--- src/rtl/seg_scan_ctrl.sv ---
// Time-multiplexed scan controller for an NDIG-digit common-anode 7-segment display.
// Optional leading-zero blanking is compiled in when SEG_SCAN_LZB_EN is defined.
module seg_scan_ctrl #(
  parameter int NDIG      = 4,
  parameter int DIV       = 50000,
  parameter int BLANK_CYC = 16
) (
  input  logic              clk,
  input  logic              rst_n,
  input  logic [4*NDIG-1:0] wr_data,
  input  logic              wr_valid,
  output logic              wr_ready,
  output logic [3:0]        bn,
  output logic [NDIG-1:0]   dig_sel,
  output logic              frame_start
);

  localparam int CW = $clog2(DIV);
  localparam int IW = $clog2(NDIG);

  typedef enum logic {ST_BLANK, ST_SHOW} state_t;

  state_t            r_state;
  state_t            w_state_nxt;
  logic [CW-1:0]     r_cnt;
  logic [IW-1:0]     r_idx;
  logic [IW-1:0]     w_idx_nxt;
  logic [4*NDIG-1:0] r_active;
  logic [4*NDIG-1:0] r_shadow;
  logic              r_pending;
  logic              r_wr_ready;
  logic              r_frame_start;
  logic [3:0]        r_bn;
  logic [NDIG-1:0]   w_sel;
  logic              w_slot_end;
  logic              w_frame_end;
  logic              w_commit;
  logic              w_accept;
  logic              w_hide;

  assign w_slot_end  = (r_cnt == CW'(DIV - 1));
  assign w_frame_end = w_slot_end && (r_idx == IW'(NDIG - 1));
  assign w_idx_nxt   = (r_idx == IW'(NDIG - 1)) ? '0 : r_idx + IW'(1);
  // wr_ready is the complement of pending, so commit and accept never overlap.
  assign w_commit    = w_frame_end && r_pending;
  assign w_accept    = wr_valid && r_wr_ready;

`ifdef SEG_SCAN_LZB_EN
  logic [NDIG-1:0] r_lzb_mask;
  logic [NDIG-1:0] w_lzb_mask_nxt;
  logic            w_zero_run;

  always_comb begin
    w_lzb_mask_nxt = '0;
    w_zero_run     = 1'b1;
    for (int k = NDIG - 1; k >= 1; k--) begin
      w_zero_run        = w_zero_run && (r_shadow[4*k +: 4] == 4'h0);
      w_lzb_mask_nxt[k] = w_zero_run;
    end
  end

  // Reset mask matches an all-zero active value: only digit 0 is shown.
  always_ff @(posedge clk or negedge rst_n) begin
    if (!rst_n)        r_lzb_mask <= {{(NDIG-1){1'b1}}, 1'b0};
    else if (w_commit) r_lzb_mask <= w_lzb_mask_nxt;
  end

  assign w_hide = r_lzb_mask[r_idx];
`else
  assign w_hide = 1'b0;
`endif

  // NOTE: sequential state uses non-blocking assignments so every register samples pre-edge values.
  always_ff @(posedge clk or negedge rst_n) begin
    if (!rst_n) begin
      r_cnt   <= '0;
      r_idx   <= '0;
      r_state <= ST_BLANK;
    end else begin
      r_cnt   <= w_slot_end ? '0 : r_cnt + CW'(1);
      r_state <= w_state_nxt;
      if (w_slot_end) r_idx <= w_idx_nxt;
    end
  end

  // NOTE: every always_comb output gets a default first so no latch is inferred.
  always_comb begin
    w_state_nxt = r_state;
    w_sel       = '1;
    case (r_state)
      ST_BLANK: begin
        if (r_cnt == CW'(BLANK_CYC - 1)) w_state_nxt = ST_SHOW;
      end
      ST_SHOW: begin
        if (!w_hide)    w_sel[r_idx] = 1'b0;
        if (w_slot_end) w_state_nxt  = ST_BLANK;
      end
      default: w_state_nxt = ST_BLANK;
    endcase
  end

  always_ff @(posedge clk or negedge rst_n) begin
    if (!rst_n) begin
      r_active      <= '0;
      r_shadow      <= '0;
      r_pending     <= 1'b0;
      r_wr_ready    <= 1'b1;
      r_frame_start <= 1'b0;
      r_bn          <= 4'h0;
    end else begin
      r_frame_start <= w_frame_end;
      if (w_accept) begin
        r_shadow   <= wr_data;
        r_pending  <= 1'b1;
        r_wr_ready <= 1'b0;
      end else if (w_commit) begin
        r_active   <= r_shadow;
        r_pending  <= 1'b0;
        r_wr_ready <= 1'b1;
      end
      // bn is loaded a full BLANK phase ahead of the digit enable.
      if (w_commit)        r_bn <= r_shadow[3:0];
      else if (w_slot_end) r_bn <= r_active[{w_idx_nxt, 2'b00} +: 4];
    end
  end

  assign wr_ready    = r_wr_ready;
  assign bn          = r_bn;
  assign dig_sel     = w_sel;
  assign frame_start = r_frame_start;

endmodule
--- config.mk ---
export PLATFORM = sky130hd
export DESIGN_NAME = seg_scan_ctrl
export DESIGN_NICKNAME = d
export VERILOG_FILES = /design/src/rtl/seg_scan_ctrl.sv
export SDC_FILE = /design/constraint.sdc
export NUM_CORES = 1
export LEC_CHECK = 0
export CORE_ASPECT_RATIO = 1.5
export CORE_UTILIZATION = 47
export CTS_CLUSTER_SIZE = 14
export DETAILED_ROUTE_END_ITERATION = 12
export PLACE_DENSITY_LB_ADDON = 0.2
export SLEW_MARGIN = 5
export SYNTH_ARGS = -nofsm -noshare
export SYNTH_HDL_FRONTEND = slang
export SYNTH_SLANG_ARGS = --single-unit
--- constraint.sdc ---
create_clock -name clk -period 4.7 [get_ports clk]
set_input_delay 1.175 -clock clk [delete_from_list [all_inputs] [get_ports clk]]
set_output_delay 1.175 -clock clk [all_outputs]
set_load 0.02 [all_outputs]
==> impl_metrics.tcl <==
set metrics [dict create \
    pre_cts_ws_ns 1.85 \
    postCtsSetupRepairBufs 0 \
    gp_congestion 0.799 \
    drc 0 \
    regToRegStartpoint "r_cnt[0]" \
    io_pins 29 \
    final-setup-viol-count 0 \
    grt_pass1_vias 1784 \
    combPwrFrac_pct 4.0 \
    switching_share_pct 21.6 \
    cts_buffers 9 \
    vias 1754 \
    wirelength_um 4860 \
    start_kind "register" \
    core_um2 5490 \
    antenna_found_initial 0 \
    antennaDiodeCount 0 \
    cts_max_level 3 \
    synth_edf_count 0 \
    crit_start "r_idx[0]" \
    place_hpwl_um 3430 \
    peakVddDrop_v 0.000205 \
    slew_headroom_pct 38.4 \
    drv_slew 0 \
    dieArea_um2 6030 \
    ys_warn_count 0 \
    skew_ns 0.00908 \
    met1_usage_pct 20.3 \
    finalWorstSetupSlack_ns 1.80 \
    num_rows 33 \
    synth_fp_nets 235 \
    crit_chain "inv_1 -> ha_1 -> nand2_1 -> clkdlybuf4s50_1" \
    port_buffers 28 \
    critPathTopFamily "buffers and inverters" \
    slowest_delay_ns 0.59 \
    synthDominantCellAreaShare_pct 53.1 \
    p_clk_share_pct 42.4 \
    synth-seq-cells 58 \
    seq_area_frac_synth_pct 54.1 \
    dp.cells 302 \
    vias_per_cell 5.55 \
    grt_pass1_wl_um 8290 \
    p_leak_nw 1.42 \
    crit_buf_inv 2 \
    cts_tree "done" \
    layoutNonFillerInstCount 316 \
    tightest_slew_ns 0.925 \
    syn_avg_cell_area_um2 12.7 \
    seq_power_share_pct 53.6 \
    grt.overflow.total 0 \
    max_freq_mhz 345 \
    use_met2_pct 32.0 \
    fin_nets 267 \
    fin_crit_ns 2.90 \
    cell_internal_pwr_mw 0.767 \
    hold_path_class "register to register" \
    min_period_over_period_pct 61.8 \
    wl_per_cell_um 15.4 \
    status "finished, final reports clean" \
    first_pass_iters 4 \
    final_hold_viol_count 0 \
    first_iter_violations 100 \
    max_cap_violations 0 \
    hold_buffers 0 \
    synth_ff_type "dfrtp_1" \
    power_density_nw_per_um2 307 \
    setup_tns_ns 0 \
    syn_inst 211 \
    met3_usage_pct 4.23 \
    switchingPower_mw 0.211 \
    clockRootBuffer "clkbuf_8" \
    yosysTopAreaCell "dfrtp_1" \
    grt_max_degree 44 \
    cts_sinks 58 \
    clk_path_buf_depth 2 \
    hold_start "r_shadow[14]" \
    worstPathArrival_ns 1.73 \
    drive_gt1_share_pct 27.2 \
    ant_nets 0 \
    crit_required_ns 3.52 \
    fp.dieH_um 94.6 \
    start_util_pct 48.9 \
    area_growth_pct 18.5 \
    crit_type "register to output port" \
    end_kind "output port" \
    synth_cell_types 46 \
    path_clk_slew_ns 0.06 \
    async_flop_share_pct 100 \
    rsz0062_at_grt "false" \
    grt_usage_pct 18.8 \
    busiest_layer "met2" \
    synthTopCellsByArea "dfrtp_1 53%, mux2_2 13%, mux4_4 2.8%" \
    cp_slowest_cell "clkdlybuf4s50_1" \
    fp.dieW_um 63.7 \
    syn_area_um2 2690 \
    crit_fanout 6 \
    cts_resized 0 \
    worst_skew_pair.late_latency_ns 0.34 \
    fillCellCount 470 \
]
through the flow:
stage / total power, mW / cell area (µm²) / util, % / hold slack, ns
final: 0.978 / 3180 / 57.9 / 0.499
after detailed placement: 0.574 / 3000 / 54.7 / 0.491
after floorplan: 0.544 / 2690 / - / 0.469
after global routing: 1.01 / 3180 / 57.9 / 0.513
after CTS: 0.989 / 3180 / 57.9 / 0.505
after global placement: 0.572 / 3000 / 54.7 / 0.485
routing by layer:
metal	share of wire (%)	routed length, µm
met1	41	1980
met2	54	2620
met3	2.2	109
met4	3.0	145
met5	0	0
cells in the mapped netlist (2+ instances only):
cell      count
dfrtp_1      57
mux2_2       32
nand2_1      14
nand3_1      14
nor2_1        7
xor2_1        7
o21ai_0       6
a21oi_1       5
ha_1          5
inv_1         5
a31oi_1       4
xnor2_1       4
and3_1        3
clkbuf_1      3
mux4_4        3
nand4_1       3
or2_2         3
or4_1         3
buf_6         2
mux2i_1       2
nor3_1        2
nor3_4        2
or3_4         2
state kept, by name, indices dropped and copies added (netlist names):
| register | count |
|---|---|
| r_shadow | 16 |
| bn | 4 |
| r_pending | 1 |
| r_idx | 2 |
| frame_start | 1 |
| wr_ready | 1 |
| r_active | 16 |
| r_cnt | 16 |
| r_state | 1 |
cell usage in the layout (no fill, tap or decap), types with 2 or more instances in the layout:
cell              n
nand2_1          14
or2_2             3
nand3_1          14
xnor2_1           4
mux2_2           32
nand4_1           3
or4_1             3
a21oi_1           5
or3_4             2
and3_1            3
mux2i_1           2
clkdlybuf4s50_1  27
nor3_4            2
inv_1             5
dfrtp_1          57
xor2_1            7
a31oi_1           4
ha_1              5
o21ai_0           6
nor3_1            2
nor2_1            7
mux4_4            3
clkbuf_8         12
final cells by class:
cell class              count  area (µm²)  share of cell area (%)
clock buffers              12         165                    5.19
clock inverters             2        12.5                   0.393
inverters                   5        18.8                   0.590
multi-input cells         140        1160                    36.5
flip-flops and latches     58        1450                    45.7
well taps                  70        87.6                    2.75
repair buffers             29         283                    8.89
power by group through the flow:
stage / registers, mW / logic, mW / clock network [mW]
floorplan: 0.530 / 0.0140 / 0
global placement: 0.533 / 0.0393 / 0
detailed placement: 0.534 / 0.0404 / 0
CTS: 0.525 / 0.0403 / 0.425
global route: 0.526 / 0.0436 / 0.444
finish: 0.524 / 0.0389 / 0.415
kinds of logic (layout without fill, tap and decap cells):
family                     count (synthesis)  after routing  share of synthesized area, %
AOI/OAI and AO/OA                         20             20                          4.52
xor gates and xnor gates                  11             11                          3.59
adders and majority gates                  5              5                          2.33
buffers and inverters                     13             48                          2.61
DFF                                       58             58                          54.1
muxes                                     38             38                          17.5
and+or+nand+nor                           66             66                          15.3
worst paths after layout:
check | endpoint | slack (ns) | cells after the start
worst max register to register | bn[2] | 2.48 | 5
worst min register to register | r_shadow[14] | 0.50 | 1
worst max-delay path | dig_sel[0] | 1.80 | 4
worst min-delay path | r_shadow[14] | 0.50 | 1
max in group asynchronous | wr_ready | 2.88 | 2
min in group asynchronous | r_cnt[14] | 0.98 | 1
worst reg2reg max path, stage by stage (launching register included):
cell     delay [ns]
dfrtp_1        0.42
ha_1           0.25
nand3_1        0.27
or3_4          0.52
nor3_4         0.47
a31oi_1        0.15
Note: power is estimated with default switching activity, not from simulation.
